==> src/rtl/stream_pkg.sv <==
// Shared types and helpers for the stream_mux_nto1 slice: skid FSM encoding,
// default geometry and the round-robin next-index search.
package stream_pkg;

    localparam int DEFAULT_WIDTH    = 32;
    localparam int DEFAULT_CHANNELS = 4;
    localparam int MAX_CHANNELS     = 16;
    localparam int MAX_SEL_W        = $clog2(MAX_CHANNELS);

    typedef enum logic [1:0] {
        EMPTY = 2'd0,
        ONE   = 2'd1,
        FULL  = 2'd2
    } skid_state_e;

    // Nearest channel above cur (wrapping, cur itself excluded) with valid set;
    // returns cur when no other channel is valid.
    function automatic int rr_next(int cur, logic [MAX_CHANNELS-1:0] valid, int n);
        logic [MAX_SEL_W-1:0] idx;
        rr_next = cur;
        for (int k = MAX_CHANNELS - 1; k >= 1; k--) begin
            if (k < n) begin
                idx = MAX_SEL_W'((cur + k) % n);
                if (valid[idx]) rr_next = int'(idx);
            end
        end
    endfunction

endpackage

==> src/rtl/stream_mux_nto1_if.sv <==
// Handshake bundle between the N producers, the mux and the single consumer.
// master = producer/consumer side, slave = the mux itself.
interface stream_mux_nto1_if
    import stream_pkg::*;
#(
    parameter int WIDTH    = DEFAULT_WIDTH,
    parameter int CHANNELS = DEFAULT_CHANNELS
);
    localparam int SEL_W = $clog2(CHANNELS);

    logic [CHANNELS*WIDTH-1:0] in_data;
    logic [CHANNELS-1:0]       in_valid;
    logic [CHANNELS-1:0]       in_ready;
    logic [SEL_W-1:0]          sel;
    logic                      sel_load;
    logic [SEL_W-1:0]          cur_sel;
    logic                      sel_err;
    logic [WIDTH-1:0]          out_data;
    logic                      out_valid;
    logic                      out_ready;

    modport master (
        output in_data, in_valid, sel, sel_load, out_ready,
        input  in_ready, cur_sel, sel_err, out_data, out_valid
    );

    modport slave (
        input  in_data, in_valid, sel, sel_load, out_ready,
        output in_ready, cur_sel, sel_err, out_data, out_valid
    );

endinterface

==> src/rtl/stream_skid_buf.sv <==
// Two-entry skid buffer: output register plus one skid slot, so a word accepted
// in the cycle backpressure appears is held rather than lost.
module stream_skid_buf
    import stream_pkg::*;
#(
    parameter int WIDTH = DEFAULT_WIDTH
) (
    input  logic             clk,
    input  logic             rst_n,
    input  logic [WIDTH-1:0] in_data,
    input  logic             in_valid,
    output logic             in_ready,
    output logic [WIDTH-1:0] out_data,
    output logic             out_valid,
    input  logic             out_ready
);

    skid_state_e      state_q, state_d;
    logic [WIDTH-1:0] out_q, skid_q;
    logic             accept, emit;

    assign accept   = in_valid && in_ready;
    assign emit     = out_valid && out_ready;
    assign out_data = out_q;

    // NOTE: sequential state uses non-blocking assignments so every register
    // samples the pre-edge values, independent of process ordering.
    always_ff @(posedge clk or negedge rst_n) begin
        if (!rst_n) state_q <= EMPTY;
        else        state_q <= state_d;
    end

    // NOTE: state_d gets a default before the case so no path leaves it
    // unassigned, which would otherwise infer a latch.
    always_comb begin
        state_d = state_q;
        unique case (state_q)
            EMPTY: if (accept) state_d = ONE;
            ONE: begin
                if (accept && !emit)      state_d = FULL;
                else if (emit && !accept) state_d = EMPTY;
            end
            FULL:    if (emit) state_d = ONE;
            default: state_d = EMPTY;
        endcase
    end

    always_comb begin
        in_ready  = (state_q != FULL);
        out_valid = (state_q != EMPTY);
    end

    // NOTE: the skid slot is reset along with the output register; it is a
    // single word, so clearing it keeps post-reset contents deterministic.
    always_ff @(posedge clk or negedge rst_n) begin
        if (!rst_n) begin
            out_q  <= '0;
            skid_q <= '0;
        end else begin
            unique case (state_q)
                EMPTY: if (accept) out_q <= in_data;
                ONE: begin
                    if (accept && emit) out_q  <= in_data;
                    else if (accept)    skid_q <= in_data;
                end
                FULL:    if (emit) out_q <= skid_q;
                default: ;
            endcase
        end
    end

endmodule

==> src/rtl/stream_mux_nto1.sv <==
// N:1 valid/ready stream mux with registered channel pointer, illegal-select
// flag and a 2-entry skid buffer. STREAM_MUX_RR_EN adds round-robin advance.
module stream_mux_nto1
    import stream_pkg::*;
#(
    parameter int WIDTH    = DEFAULT_WIDTH,
    parameter int CHANNELS = DEFAULT_CHANNELS
) (
    input  logic              clk,
    input  logic              rst_n,
`ifdef STREAM_MUX_RR_EN
    input  logic              rr_mode,
`endif
    stream_mux_nto1_if.slave  bus
);

    localparam int SEL_W = $clog2(CHANNELS);

    if (CHANNELS < 2 || CHANNELS > MAX_CHANNELS) begin : g_bad_channels
        $error("stream_mux_nto1: CHANNELS must be in 2..16");
    end

    logic [SEL_W-1:0] cur_sel_q;
    logic             sel_err_q;
    logic             sel_legal;
    logic [WIDTH-1:0] words [CHANNELS];
    logic             skid_in_ready;

    for (genvar c = 0; c < CHANNELS; c++) begin : g_words
        assign words[c] = bus.in_data[c*WIDTH +: WIDTH];
    end

    assign sel_legal    = 32'(bus.sel) < CHANNELS;
    assign bus.cur_sel  = cur_sel_q;
    assign bus.sel_err  = sel_err_q;

    // Only the pointed-to channel ever sees ready; the rest are held off.
    always_comb begin
        bus.in_ready            = '0;
        bus.in_ready[cur_sel_q] = skid_in_ready;
    end

`ifdef STREAM_MUX_RR_EN
    logic                    accept;
    logic [MAX_CHANNELS-1:0] valid_pad;

    assign accept = bus.in_valid[cur_sel_q] && skid_in_ready;

    always_comb begin
        valid_pad                = '0;
        valid_pad[CHANNELS-1:0]  = bus.in_valid;
    end
`endif

    // The pointer register makes a new selection take effect one cycle later.
    always_ff @(posedge clk or negedge rst_n) begin
        if (!rst_n) begin
            cur_sel_q <= '0;
            sel_err_q <= 1'b0;
        end else begin
            sel_err_q <= bus.sel_load && !sel_legal;
            if (bus.sel_load && sel_legal)
                cur_sel_q <= bus.sel;
`ifdef STREAM_MUX_RR_EN
            else if (!bus.sel_load && rr_mode && accept)
                cur_sel_q <= SEL_W'(rr_next(int'(cur_sel_q), valid_pad, CHANNELS));
`endif
        end
    end

    stream_skid_buf #(.WIDTH(WIDTH)) u_skid (
        .clk       (clk),
        .rst_n     (rst_n),
        .in_data   (words[cur_sel_q]),
        .in_valid  (bus.in_valid[cur_sel_q]),
        .in_ready  (skid_in_ready),
        .out_data  (bus.out_data),
        .out_valid (bus.out_valid),
        .out_ready (bus.out_ready)
    );

endmodule

==> src/flat_wrapper.sv <==
// flat-port wrapper written by rule: the top's interface ports become plain ports
module stream_mux_nto1_flat import stream_pkg::*;
#(
    parameter int WIDTH    = DEFAULT_WIDTH,
    parameter int CHANNELS = DEFAULT_CHANNELS
)
  (clk, rst_n, bus_in_data, bus_in_valid, bus_sel, bus_sel_load, bus_out_ready, bus_in_ready, bus_cur_sel, bus_sel_err, bus_out_data, bus_out_valid);
  stream_mux_nto1_if #(.WIDTH(WIDTH), .CHANNELS(CHANNELS)) bus_i ();
  input  logic clk;
  input  logic rst_n;
  input wire logic [$bits(bus_i.in_data)-1:0] bus_in_data;
  input wire logic [$bits(bus_i.in_valid)-1:0] bus_in_valid;
  input wire logic [$bits(bus_i.sel)-1:0] bus_sel;
  input wire logic [$bits(bus_i.sel_load)-1:0] bus_sel_load;
  input wire logic [$bits(bus_i.out_ready)-1:0] bus_out_ready;
  output wire logic [$bits(bus_i.in_ready)-1:0] bus_in_ready;
  output wire logic [$bits(bus_i.cur_sel)-1:0] bus_cur_sel;
  output wire logic [$bits(bus_i.sel_err)-1:0] bus_sel_err;
  output wire logic [$bits(bus_i.out_data)-1:0] bus_out_data;
  output wire logic [$bits(bus_i.out_valid)-1:0] bus_out_valid;
  assign bus_i.in_data = bus_in_data;
  assign bus_i.in_valid = bus_in_valid;
  assign bus_i.sel = bus_sel;
  assign bus_i.sel_load = bus_sel_load;
  assign bus_i.out_ready = bus_out_ready;
  assign bus_in_ready = bus_i.in_ready;
  assign bus_cur_sel = bus_i.cur_sel;
  assign bus_sel_err = bus_i.sel_err;
  assign bus_out_data = bus_i.out_data;
  assign bus_out_valid = bus_i.out_valid;
  stream_mux_nto1 #(.WIDTH(WIDTH), .CHANNELS(CHANNELS)) u_core (.clk(clk), .rst_n(rst_n), .bus(bus_i));
endmodule
==> config.mk <==
export PLATFORM = sky130hd
export DESIGN_NAME = stream_mux_nto1_flat
export DESIGN_NICKNAME = d
export VERILOG_FILES = /design/src/rtl/stream_pkg.sv /design/src/rtl/stream_mux_nto1_if.sv /design/src/rtl/stream_skid_buf.sv /design/src/rtl/stream_mux_nto1.sv /design/src/flat_wrapper.sv
export SDC_FILE = /design/constraint.sdc
export NUM_CORES = 1
export LEC_CHECK = 0
export CORE_UTILIZATION = 47
export CTS_BUF_LIST = sky130_fd_sc_hd__clkbuf_8
export DETAILED_ROUTE_END_ITERATION = 10
export GPL_TIMING_DRIVEN = 0
export HOLD_SLACK_MARGIN = 0.02
export PLACE_DENSITY_LB_ADDON = 0.3
export SLEW_MARGIN = 20
export SYNTH_ARGS = -nofsm -noshare
export SYNTH_HDL_FRONTEND = slang
export SYNTH_SLANG_ARGS = --single-unit
==> constraint.sdc <==
create_clock -name clk -period 3.6 [get_ports clk]
set_input_delay 0.54 -clock clk [delete_from_list [all_inputs] [get_ports clk]]
set_output_delay 0.54 -clock clk [all_outputs]
set_load 0.03 [all_outputs]
==> results of run 1 <==
[through the flow]
step,total power [W],util (%),worst slack [ns]
5_1_grt,0.004641,76.41,0.3461
6_report,0.004406,76.41,0.5280
3_3_place_gp,0.003728,73.78,-0.2522
2_1_floorplan,0.002969,-,1.129
3_5_place_dp,0.003817,74.00,0.3872
4_1_cts,0.004443,76.41,0.4757
[critical path: cells and delay by family (launching register included)]
family                 cells  cell delay (ns)
AND/OR/NAND/NOR            1             0.22
flip-flops                 1             0.37
buffers and inverters      3             1.61
[worst paths after layout]
kind,startpoint,endpoint,slack (ns),cells past startpoint
max,u_core.bus.cur_sel[1],bus_in_ready[2],0.53,4
min,rst_n,u_core.u_skid.out_data[29],0.16,1
max reg2reg,u_core.u_skid.state_q[0],u_core.u_skid.skid_q[30],0.77,8
min reg2reg,u_core.u_skid.skid_q[2],u_core.u_skid.skid_q[2],0.51,1
max in group asynchronous,rst_n,u_core.u_skid.skid_q[13],2.89,2
min in group clk,u_core.u_skid.skid_q[2],u_core.u_skid.skid_q[2],0.51,1
[registers in the layout (all words and copies together) (netlist names)]
register,count
u_core.u_skid.out_data,32
u_core.u_skid.skid_q,32
u_core.bus.cur_sel,2
u_core.u_skid.state_q,2
[cells by family after synthesis]
logic type                 count (synthesis)  synth area share (%)
muxes                                    132                 50.11
DFF                                       68                 43.30
buffers and inverters                     21                 3.025
and+or+nand+nor                           13                 1.943
AOI/OAI and AO/OA                          3                0.5730
adders and majority gates                  3                0.9552
other                                      1               0.09542
[cell usage in the layout (no fill, tap or decap), types with 2 or more instances in the layout]
| master | count |
|---|---|
| sky130_fd_sc_hd__buf_1 | 3 |
| sky130_fd_sc_hd__clkbuf_1 | 7 |
| sky130_fd_sc_hd__buf_4 | 5 |
| sky130_fd_sc_hd__nand2_1 | 3 |
| sky130_fd_sc_hd__mux4_2 | 33 |
| sky130_fd_sc_hd__and3b_1 | 2 |
| sky130_fd_sc_hd__clkbuf_8 | 11 |
| sky130_fd_sc_hd__nor2_1 | 2 |
| sky130_fd_sc_hd__dfrtp_1 | 68 |
| sky130_fd_sc_hd__clkdlybuf4s50_1 | 175 |
| sky130_fd_sc_hd__mux2_4 | 30 |
| sky130_fd_sc_hd__buf_6 | 3 |
| sky130_fd_sc_hd__inv_1 | 3 |
| sky130_fd_sc_hd__mux2_2 | 68 |
| sky130_fd_sc_hd__ha_1 | 3 |
| sky130_fd_sc_hd__buf_2 | 2 |
[metal layers]
metal	global-route usage, %	up-vias
met5	0	-
met2	44.61	108
met4	6.923	0
met3	5.203	6
met1	27.93	1492
li1	-	1298
[area by class of cell]
| type | count | area, µm² |
|---|---|---|
| timing repair buffer | 177 | 1779 |
| fill | 496 | 1861 |
| buffer | 19 | 111.4 |
| multi-input combinational | 152 | 2110 |
| tap | 102 | 127.6 |
| clock buffer | 11 | 151.4 |
| sequential | 68 | 1702 |
| inverter | 2 | 7.507 |
| clock inverter | 3 | 38.79 |
[power by group]
group          internal, W  switching (W)
clock             0.000347       0.000269
combinational      0.00136        0.00106
sequential         0.00116       0.000210
total              0.00287        0.00154
==> results.md, run 1 <==
Clock tree:
- After clock tree synthesis, the flow added hold-fix buffers numbering 0.
- The TritonCTS clock tree is done.
- The clock tree synthesis step divided the H-tree into 3 levels.
- Clock-pin slew was measured on the worst setup and hold paths at 0.08 ns.
- The number of setup buffers added after CTS is 0.
- The number of sinks on the clock net is 68.
- Once the clock tree was built, the resizer swapped 0 gates to a different size.
- The clock reaches the later pin of the worst-skew pair after 0.33 ns.
- In this run the clock root is driven by a sky130_fd_sc_hd__clkbuf_8.
- The number of clock buffers added by TritonCTS is 9.
- The maximum number of buffers from clock root to sink is 2.

Place:
- The number of placed instances, taps included, is 520.
- Summed over all nets, the half-perimeter wirelength after detailed placement is 7730 µm.
- The congestion estimate from routability-driven global placement came to 0.7518.
- The number of I/O port buffers is 176.
- The post-detailed-placement cell area is 5837 µm².

Setup path:
- The signal on the critical path passes through clkbuf_1, clkbuf_1, and3b_1, clkdlybuf4s50_1.
- The critical setup path kind is reg -> out.
- The peak per-stage delay on the critical path is 0.66 ns.
- The signal arrival time at the worst endpoint is 2.53 ns.
- The critical path required time is 3.06 ns.
- The type of origin of the critical path is a flip-flop.
- The cell with the biggest individual delay on the critical path is sky130_fd_sc_hd__clkdlybuf4s50_1.
- Of all nets on the critical path, the largest fanout is 10.
- By instance count, the cell type seen most on the critical path is sky130_fd_sc_hd__clkbuf_1.
- STA classifies the critical path endpoint as a primary output.

STA:
- The worst pin sits at a relative slew slack of 52.93%.
- The number of slew-limit violations in the final report is 0.
- The final worst clock skew is 0.01184 ns.
- The number of failing hold endpoints at the final stage is 0.
- The hold slack is 0.1591 ns.
- Setup total negative slack on the finished layout was measured at 0 ns.
- The count of endpoints failing setup in the final report is 0.
- Setup repair after global routing left no endpoint under its margin.
- For this run, the top clock speed supported by timing is 0.3255 GHz.
- Counting I/O delays and the setup requirement, the final critical path takes 3.072 ns.
- Dividing the final minimum period by the clock period gives 85.33%.
- At the pin with the least slew margin, the transition time is 0.7060 ns.

Layout:
- The diode insertion count for antenna repair is 0.
- The finished layout cell area is 6027 µm².
- The final-stage net count is 570.
- The area added between synthesis and finish is 53.36%.
- The final non-filler cell total is 534.
- The share of final-layout standard cells stronger than drive strength 1 is 35.88%.

Pwr:
- IR analysis of the VDD net gives a maximum drop of 0.3754 mV.
- In this run the power density over the cells is 731.1 nW/µm².
- In this run the static leakage power is 2.477 nW.

Die:
- The starting density of the core is 49.83%.
- The die width is 93.44 µm.
- The core box area is 7888 µm².
- Measured along the y axis, the die boundary spans 93.44 µm.
- The row count is 32.
- The area enclosed by the die boundary is 8731 µm².
- The I/O pin count is 178.

Logic synthesis:
- The number of enable flip-flop cells after synthesis is 0.
- Ranked by instance count, the synthesized netlist is headed by 68 x sky130_fd_sc_hd__dfrtp_1, 68 x sky130_fd_sc_hd__mux2_2, 33 x sky130_fd_sc_hd__mux4_2.
- The count of different cell masters after synthesis is 25.
- The post-synthesis sequential element count is 68.
- The synthesized netlist net count is 382.
- The portion of the post-synthesis area used by sequential elements is 43.30%.
- In the synthesized netlist, the number of instances is 241.
- The cell taking the most area after synthesis is sky130_fd_sc_hd__dfrtp_1.
- The leading register cell type out of synthesis is sky130_fd_sc_hd__dfrtp_1.
- The share of synthesized registers carrying an async set or reset is 100.0%.
- The mapped cell area is 3930 µm².
- In the post-synthesis netlist, the biggest area contributors are sky130_fd_sc_hd__dfrtp_1 43%, sky130_fd_sc_hd__mux2_2 19%, sky130_fd_sc_hd__mux4_2 19%.
- The average instance in the mapped netlist occupies 16.31 µm².
- Of the post-synthesis cell area, the dominant cell type holds 43.30%.
- Yosys printed 0 warnings.

Global route:
- The number of antenna violations at the first check in global routing is 0.
- The pin count of the biggest net entering global routing is 36.
- The first-pass GRT wire length is 15,910 µm.
- Summed over all layers, the global routing overflow is 0.
- The number of global-route vias before repair is 3,226.
- The global-route usage over all layers is 24.13%.

Flow run:
- The max-cap check violation count is 0.

Route:
- The routed length on met2 is 5482 µm.
- The post-route antenna net violation count is 0.
- The highest metal layer with signal wires is met4.
- The average detailed-routed wire length per instance is 18.70 µm.
- In the final routing, the length of wire on met1 measures 3811 µm.
- In the routed design, unresolved DRC markers number 0.
- Using the TritonRoute via totals, the vias-per-cell ratio works out to 5.438.
- The total via count in the routed design is 2,904.
- The routed length on met3 is 620 µm.
- The number of DRC markers after the initial detailed-route iteration is 70.
- The number of iterations in the first detailed-routing pass is 4.
- The sum of routed wire length over all layers is 9985 µm.

Status:
- The run finished with clean final reports.

Hold path:
- The path class of the tightest hold or removal check is in -> async.
Note: power is estimated with default switching activity, not from simulation.
==> inputs of run 2 (changes only) <==
==> constraint.sdc (replaced) <==
create_clock -name clk -period 3.6 [get_ports clk]
set_input_delay 0.54 -clock clk [delete_from_list [all_inputs] [get_ports clk]]
set_output_delay 0.54 -clock clk [all_outputs]
set_load 0.01 [all_outputs]
==> results of run 2 <==
Same layout as run 1 (identical final DEF). Status: completed.
Main changes from that run: setup slack after layout 0.5280 ns -> 0.6626 ns; total power 0.004406 W -> 0.004092 W; worst IR drop on VDD 0.3754 mV -> 0.3237 mV
